`src/rtl/mc_datapath_md.sv`:
```
// Multicycle ARM-subset datapath with a WIDTH-parametrised ALU and an
// iterative shift-add unsigned multiplier that the controller sequences.
module mc_datapath_md #(
  parameter int               WIDTH    = 32,
  parameter logic [WIDTH-1:0] RESET_PC = '0
) (
  input  logic             clk,
  input  logic             reset,
  output logic [WIDTH-1:0] Adr,
  output logic [WIDTH-1:0] WriteData,
  input  logic [WIDTH-1:0] ReadData,
  output logic [WIDTH-1:0] Instr,
  output logic [3:0]       ALUFlags,
  input  logic             PCWrite,
  input  logic             RegWrite,
  input  logic             IRWrite,
  input  logic             AdrSrc,
  input  logic [1:0]       RegSrc,
  input  logic [1:0]       ALUSrcA,
  input  logic [1:0]       ALUSrcB,
  input  logic [1:0]       ResultSrc,
  input  logic [1:0]       ImmSrc,
  input  logic [2:0]       ALUControl,
  input  logic             MulStart,
  output logic             MulBusy,
  output logic             MulDone,
  output logic [WIDTH-1:0] PC
);

  localparam int SHW = $clog2(WIDTH);
  localparam int CW  = $clog2(WIDTH) + 1;

  typedef enum logic [1:0] {MUL_IDLE = 2'd0, MUL_RUN = 2'd1, MUL_DONE = 2'd2} mul_state_t;

  logic [WIDTH-1:0] pc_r, instr_r, data_r, a_r, wd_r, alu_out_r;
  logic [WIDTH-1:0] rf_r [0:14];
  logic [WIDTH-1:0] mcand_r, prod_hi_r, mplier_r, mul_out_r;
  logic [CW-1:0]    count_r;
  mul_state_t       state_r, state_s;

  logic [3:0]       ra1_s, ra2_s, wa_s;
  logic [WIDTH-1:0] rd1_s, rd2_s, src_a_s, src_b_s, ext_imm_s;
  logic [WIDTH-1:0] alu_result_s, result_s;
  logic [WIDTH:0]   sum_s, diff_s, step_s;
  logic             c_s, v_s;

  assign ra1_s = RegSrc[0] ? 4'd15 : instr_r[19:16];
  assign ra2_s = RegSrc[1] ? instr_r[15:12] : instr_r[3:0];
  assign wa_s  = instr_r[15:12];

  // Register-file read ports; R15 has no storage and reflects Result.
  always_comb begin
    rd1_s = '0;
    rd2_s = '0;
    if (ra1_s == 4'd15) begin
      rd1_s = result_s;
    end else begin
      rd1_s = rf_r[ra1_s];
    end
    if (ra2_s == 4'd15) begin
      rd2_s = result_s;
    end else begin
      rd2_s = rf_r[ra2_s];
    end
  end

  // General registers are deliberately left unreset.
  always_ff @(posedge clk) begin
    if (RegWrite && (wa_s != 4'd15)) begin
      rf_r[wa_s] <= result_s;
    end
  end

  // Immediate extension.
  always_comb begin
    ext_imm_s = '0;
    case (ImmSrc)
      2'b00:   ext_imm_s = {{(WIDTH-8){1'b0}}, instr_r[7:0]};
      2'b01:   ext_imm_s = {{(WIDTH-12){1'b0}}, instr_r[11:0]};
      2'b10:   ext_imm_s = {{(WIDTH-26){instr_r[23]}}, instr_r[23:0], 2'b00};
      default: ext_imm_s = '0;
    endcase
  end

  // ALU operand selection.
  always_comb begin
    src_a_s = '0;
    src_b_s = '0;
    case (ALUSrcA)
      2'b00:   src_a_s = a_r;
      2'b01:   src_a_s = pc_r;
      2'b10:   src_a_s = alu_out_r;
      default: src_a_s = '0;
    endcase
    case (ALUSrcB)
      2'b00:   src_b_s = wd_r;
      2'b01:   src_b_s = ext_imm_s;
      2'b10:   src_b_s = WIDTH'(4);
      default: src_b_s = WIDTH'(8);
    endcase
  end

  assign sum_s  = {1'b0, src_a_s} + {1'b0, src_b_s};
  assign diff_s = {1'b0, src_a_s} + {1'b0, ~src_b_s} + (WIDTH+1)'(1);

  // ALU result and carry/overflow; carry on SUB is NOT borrow.
  always_comb begin
    alu_result_s = '0;
    c_s = 1'b0;
    v_s = 1'b0;
    case (ALUControl)
      3'b000: begin
        alu_result_s = sum_s[WIDTH-1:0];
        c_s = sum_s[WIDTH];
        v_s = (src_a_s[WIDTH-1] == src_b_s[WIDTH-1]) && (sum_s[WIDTH-1] != src_a_s[WIDTH-1]);
      end
      3'b001: begin
        alu_result_s = diff_s[WIDTH-1:0];
        c_s = diff_s[WIDTH];
        v_s = (src_a_s[WIDTH-1] != src_b_s[WIDTH-1]) && (diff_s[WIDTH-1] != src_a_s[WIDTH-1]);
      end
      3'b010:  alu_result_s = src_a_s & src_b_s;
      3'b011:  alu_result_s = src_a_s | src_b_s;
      3'b100:  alu_result_s = src_a_s ^ src_b_s;
      3'b101:  alu_result_s = src_b_s;
      3'b110:  alu_result_s = src_a_s << src_b_s[SHW-1:0];
      default: alu_result_s = '0;
    endcase
  end

  assign ALUFlags = {alu_result_s[WIDTH-1], (alu_result_s == '0), c_s, v_s};

  // Result bus selection.
  always_comb begin
    result_s = '0;
    case (ResultSrc)
      2'b00:   result_s = alu_out_r;
      2'b01:   result_s = data_r;
      2'b10:   result_s = alu_result_s;
      default: result_s = mul_out_r;
    endcase
  end

  // Memory address; pinned to the reset vector while reset is held.
  always_comb begin
    Adr = '0;
    if (!reset) begin
      Adr = RESET_PC;
    end else if (AdrSrc) begin
      Adr = result_s;
    end else begin
      Adr = pc_r;
    end
  end

  // Architectural and pipeline-boundary registers.
  always_ff @(posedge clk) begin
    if (!reset) begin
      pc_r      <= RESET_PC;
      instr_r   <= '0;
      data_r    <= '0;
      a_r       <= '0;
      wd_r      <= '0;
      alu_out_r <= '0;
    end else begin
      if (PCWrite) begin
        pc_r <= result_s;
      end
      if (IRWrite) begin
        instr_r <= ReadData;
      end
      data_r    <= ReadData;
      a_r       <= rd1_s;
      wd_r      <= rd2_s;
      alu_out_r <= alu_result_s;
    end
  end

  // Multiplier sequencing; starts are only honoured from IDLE.
  always_comb begin
    state_s = state_r;
    case (state_r)
      MUL_IDLE: state_s = MulStart ? MUL_RUN : MUL_IDLE;
      MUL_RUN:  state_s = (count_r == CW'(1)) ? MUL_DONE : MUL_RUN;
      MUL_DONE: state_s = MUL_IDLE;
      default:  state_s = MUL_IDLE;
    endcase
  end

  // Multiplier state register.
  always_ff @(posedge clk) begin
    if (!reset) begin
      state_r <= MUL_IDLE;
    end else begin
      state_r <= state_s;
    end
  end

  // One shift-add step: {carry, prod_hi} is the partial sum before shifting.
  assign step_s = {1'b0, prod_hi_r} + (mplier_r[0] ? {1'b0, mcand_r} : (WIDTH+1)'(0));

  // Multiplier datapath; the low product half lives in the multiplier register.
  always_ff @(posedge clk) begin
    if (!reset) begin
      mcand_r   <= '0;
      prod_hi_r <= '0;
      mplier_r  <= '0;
      count_r   <= '0;
      mul_out_r <= '0;
    end else begin
      case (state_r)
        MUL_IDLE: begin
          if (MulStart) begin
            mcand_r   <= a_r;
            mplier_r  <= wd_r;
            prod_hi_r <= '0;
            count_r   <= CW'(WIDTH);
          end
        end
        MUL_RUN: begin
          prod_hi_r <= step_s[WIDTH:1];
          mplier_r  <= {step_s[0], mplier_r[WIDTH-1:1]};
          count_r   <= count_r - CW'(1);
          if (count_r == CW'(1)) begin
            mul_out_r <= {step_s[0], mplier_r[WIDTH-1:1]};
          end
        end
        default: begin
        end
      endcase
    end
  end

  assign MulBusy   = (state_r == MUL_RUN);
  assign MulDone   = (state_r == MUL_DONE);
  assign PC        = pc_r;
  assign Instr     = instr_r;
  assign WriteData = wd_r;

endmodule

```
`config.mk`:
```
export PLATFORM = sky130hd
export DESIGN_NAME = mc_datapath_md
export DESIGN_NICKNAME = d
export VERILOG_FILES = /design/src/rtl/mc_datapath_md.sv
export SDC_FILE = /design/constraint.sdc
export NUM_CORES = 2
export LEC_CHECK = 0
export ABC_AREA = 1
export BUFFER_PORTS_ARGS = -buffer_cell sky130_fd_sc_hd__buf_4
export CAP_MARGIN = 40
export CELL_PAD_IN_SITES_DETAIL_PLACEMENT = 0
export CELL_PAD_IN_SITES_GLOBAL_PLACEMENT = 1
export CORE_MARGIN = 8
export CORE_UTILIZATION = 42
export CTS_CLUSTER_SIZE = 12
export DETAILED_ROUTE_END_ITERATION = 8
export PLACE_DENSITY = 0.85
export SETUP_SLACK_MARGIN = 0.2
export SLEW_MARGIN = 20
export SYNTH_ARGS = -nofsm -noshare
export SYNTH_HDL_FRONTEND = slang
export SYNTH_SLANG_ARGS = --single-unit
```
`constraint.sdc`:
```
create_clock -name clk -period 8.6 [get_ports clk]
set_clock_uncertainty 0.15 [all_clocks]
set_input_delay 0.86 -clock clk [delete_from_list [all_inputs] [get_ports clk]]
set_output_delay 0.86 -clock clk [all_outputs]
set_load 0.1 [all_outputs]
```
==> run_results.csv <==
group,metric,value,unit
clocking,cts_repair_resize_count,0,
grt,grt_remaining_overflow,0,
route,route.antenna.remaining_nets,0,
grt,grt_util_all_layers,0.3152,
die,core-area,108900,sq um
clocking,h-tree-depth,3,
logic_synthesis,synth_seq_area_share,0.4549,
power_and_ir_drop,vdd_drop_max,158.1,uV
route,via_per_inst,6.230,
hold_path,min_path_type,"in -> reg",
sta,rsz0062_at_grt,"false",
logic_synthesis,synth-main-ff-cell,"sky130_fd_sc_hd__edfxtp_1",
logic_synthesis,synth-async-reset-ratio,0,
cells_and_area,fin_nets,6117,
run,cap_violations,0,
place,dp_hpwl,136.8,mm
sta,finalSetupViolations,0,
critical_path,r2r_cells,19,
die,die_w,347.4,um
grt,grt_pass1_wl,286.6,mm
critical_path,critical_path_required,7.59,ns
die,die_outline_area,120700,sq um
clocking,cts_tree,"done",
logic_synthesis,synth_cell_type_count,63,
clocking,cts.sinks,808,
route,detail_route.wl_per_cell,27.04,um
clocking,post-cts-setup-buffers,0,
logic_synthesis,synth_edf_count,480,
critical_path,end_kind,"output port",
logic_synthesis,yosysWarningCount,0,
route,remaining_drc_errors,1,
sta,max_freq,146.7,MHz
route,number_of_drc_violations_after_detailed_routing_iteration_0,7246,
critical_path,worst-setup-path-type,"in -> out",
die,die_y,347.4,um
grt,grt_max_degree,92,
power_and_ir_drop,pwr_density_cell,214.9,nW/um^2
die,design.portCount,186,
grt,vias_in_the_first_global_route,42230,
cells_and_area,drive_gt1_frac,0.09662,
sta,final_min_period_over_clock_period,0.7926,
sta,post-route-min-period,6.816,ns
logic_synthesis,syn-cell-area,46120,sq um
die,initial_utilization,0.4237,
cells_and_area,area_growth,12.46,%
route,dr_total_vias,46230,
sta,slew_viols_final,0,
die,rows,121,
sta,final.setup.tns,0,ns
route,drt_pass1_iterations,9,
logic_synthesis,postSynthRegisterBits,808,
clocking,cts.reportedPaths.clkPinSlew,0.06,ns
critical_path,worstPathArrival,5.81,ns
run_status,outcome,"finished, violations left",
clocking,insertion_delay_of_the_later_clocked_pin_in_the_worst_skew_pair,0.68,ns
route,detail_route.wirelength,200.7,mm
run_status,violated_checks,"design-rule violations",
grt,grt_antenna_before_repair,11,
sta,final_hold_viol_count,0,
place,port_buffers,185,
sta,slew_headroom,0.3918,
critical_path,worst_setup_start_kind,"input pin",
sta,worst_slew_pin_slew,0.9122,ns
clocking,cts_hold_buffers_added,0,
logic_synthesis,cell_count_after_synthesis,5930,
power_and_ir_drop,total_power,11150,uW
hold_path,timing.hold.worst_path_depth,3,
clocking,cts_made_buffers,90,
logic_synthesis,syn_nets,6118,
power_and_ir_drop,total_leakage_power,0.02122,uW
clocking,cts_buffer_depth,3,
clocking,cell_at_the_root_of_the_clock_tree,"sky130_fd_sc_hd__clkbuf_16",
logic_synthesis,postSynthAreaPerCell,7.777,sq um
critical_path,critical_path_peak_fanout,29,
place,globalplace.congestion,1.026,
==> placed cells by master (no fill, tap or decap), types with 38 or more instances in the layout <==
cell / n
sky130_fd_sc_hd__nand2_1: 893
sky130_fd_sc_hd__o21ai_0: 690
sky130_fd_sc_hd__nand3_1: 670
sky130_fd_sc_hd__nor2_1: 573
sky130_fd_sc_hd__inv_1: 572
sky130_fd_sc_hd__a21oi_1: 553
sky130_fd_sc_hd__edfxtp_1: 480
sky130_fd_sc_hd__dfxtp_1: 327
sky130_fd_sc_hd__buf_4: 282
sky130_fd_sc_hd__o22ai_1: 144
sky130_fd_sc_hd__ha_1: 133
sky130_fd_sc_hd__clkbuf_16: 91
sky130_fd_sc_hd__o211ai_1: 76
sky130_fd_sc_hd__a221oi_1: 58
sky130_fd_sc_hd__o221ai_1: 38
==> layer usage <==
| metal | up-vias | share of wire | track usage |
|---|---|---|---|
| met3 | 546 | 0.14 | 0.09673 |
| met2 | 3324 | 0.41 | 0.4525 |
| li1 | 20520 | - | - |
| met1 | 21840 | 0.40 | 0.4324 |
| met5 | - | 0.00031 | 0 |
| met4 | 6 | 0.051 | 0.1462 |
==> cells in the mapped netlist (all sizes together), types with 3 or more instances <==
library cell / n / area [sq um]
nand3b: 4 / 30.03
clkinv: 4 / 16.26
nor2: 614 / 2390
nand4: 38 / 244.0
a221oi: 58 / 508.0
a22oi: 8 / 70.06
fa: 3 / 60.06
xor2: 3 / 26.28
a21boi: 11 / 97.60
a21o: 6 / 45.04
a211oi: 11 / 82.58
o21ai: 729 / 3712
ha: 133 / 1664
inv: 596 / 2242
or2: 13 / 81.33
o2111ai: 6 / 52.55
a31oi: 12 / 75.07
o21a: 12 / 93.84
o21bai: 9 / 67.56
a21oi: 563 / 2855
o211ai: 76 / 570.6
nand2: 916 / 3511
o22ai: 144 / 900.9
o221ai: 38 / 332.8
dfxtp: 328 / 6566
buf: 105 / 593.1
nand3: 684 / 3493
edfxtp: 480 / 14410
clkbuf: 283 / 1065
nor3: 34 / 190.2
==> cells by family after synthesis <==
group / share of synthesized area
xor+xnor: 0.0005698
simple gates: 0.2161
buf+inv: 0.08492
fa+ha+maj: 0.03738
flops: 0.4549
compound gates: 0.2062
==> area by class of cell <==
cell class                 instances  area (sq um)
antenna                            4         10.01
clock buffer                     134          2589
clock inverter                    32         402.9
fill                           10540         56990
inverter                         600          2267
multi-input combinational       4134         21450
sequential                       808         20980
tap                             1414          1769
timing repair buffer             295          2395
==> worst max-delay path, cell delays in order <==
cell,delay [ns]
sky130_fd_sc_hd__buf_4,0.29
sky130_fd_sc_hd__inv_2,0.29
sky130_fd_sc_hd__nor2_1,0.57
sky130_fd_sc_hd__nand2_1,0.11
sky130_fd_sc_hd__nand3_1,0.31
sky130_fd_sc_hd__inv_1,0.11
sky130_fd_sc_hd__ha_1,0.28
sky130_fd_sc_hd__inv_1,0.26
sky130_fd_sc_hd__nand3_1,0.12
sky130_fd_sc_hd__nand2_1,0.27
sky130_fd_sc_hd__nand2_1,0.13
sky130_fd_sc_hd__nand2_1,0.18
sky130_fd_sc_hd__nand2_1,0.09
sky130_fd_sc_hd__nand2_1,0.10
sky130_fd_sc_hd__nand2_1,0.05
sky130_fd_sc_hd__nand3_1,0.07
sky130_fd_sc_hd__nand2_1,0.08
sky130_fd_sc_hd__nor2_1,0.33
sky130_fd_sc_hd__nand2_1,0.14
sky130_fd_sc_hd__nor3_2,0.21
sky130_fd_sc_hd__nand2_1,0.10
sky130_fd_sc_hd__nor2_1,0.10
sky130_fd_sc_hd__nand2_1,0.09
sky130_fd_sc_hd__nor2_1,0.30
sky130_fd_sc_hd__buf_4,0.36
==> where the power goes <==
group | internal [uW] | switching, uW
Combinational | 629 | 2070
Clock | 2270 | 1660
Sequential | 4300 | 214
==> path summary, 6_finish.rpt <==
kind,endpoint,slack [ns],startpoint
worst max-delay path,ALUFlags[2],1.78,ALUSrcA[0]
worst min-delay path,data_r[6],0.22,ReadData[6]
worst max register to register,rf_r[12][30],3.30,WriteData[2]
worst min register to register,count_r[1],0.31,count_r[1]
==> state kept, by name, indices dropped and copies added, names as in the netlist <==
name,count
Instr,32
PC,32
WriteData,32
a_r,32
alu_out_r,32
count_r,6
data_r,32
mcand_r,32
mplier_r,32
mul_out_r,32
prod_hi_r,32
rf_r,480
state_r,2
==> metrics by stage <==
step / instance area, sq um / utilization / instances / hold slack (ns) / worst slack [ns]
detailed placement: 48800 / 0.4483 / 7248 / 0.3067 / 2.036
CTS: 51790 / 0.4758 / 7414 / 0.1862 / 2.027
floorplan: 46120 / - / 5930 / 0.2909 / 2.711
global route: 51860 / 0.4764 / 7417 / 0.2230 / 1.690
global placement: 48590 / 0.4464 / 7237 / 0.3008 / 2.015
finish: 51870 / 0.4765 / 7421 / 0.2161 / 1.784
Power figures use the tool's default switching activity.
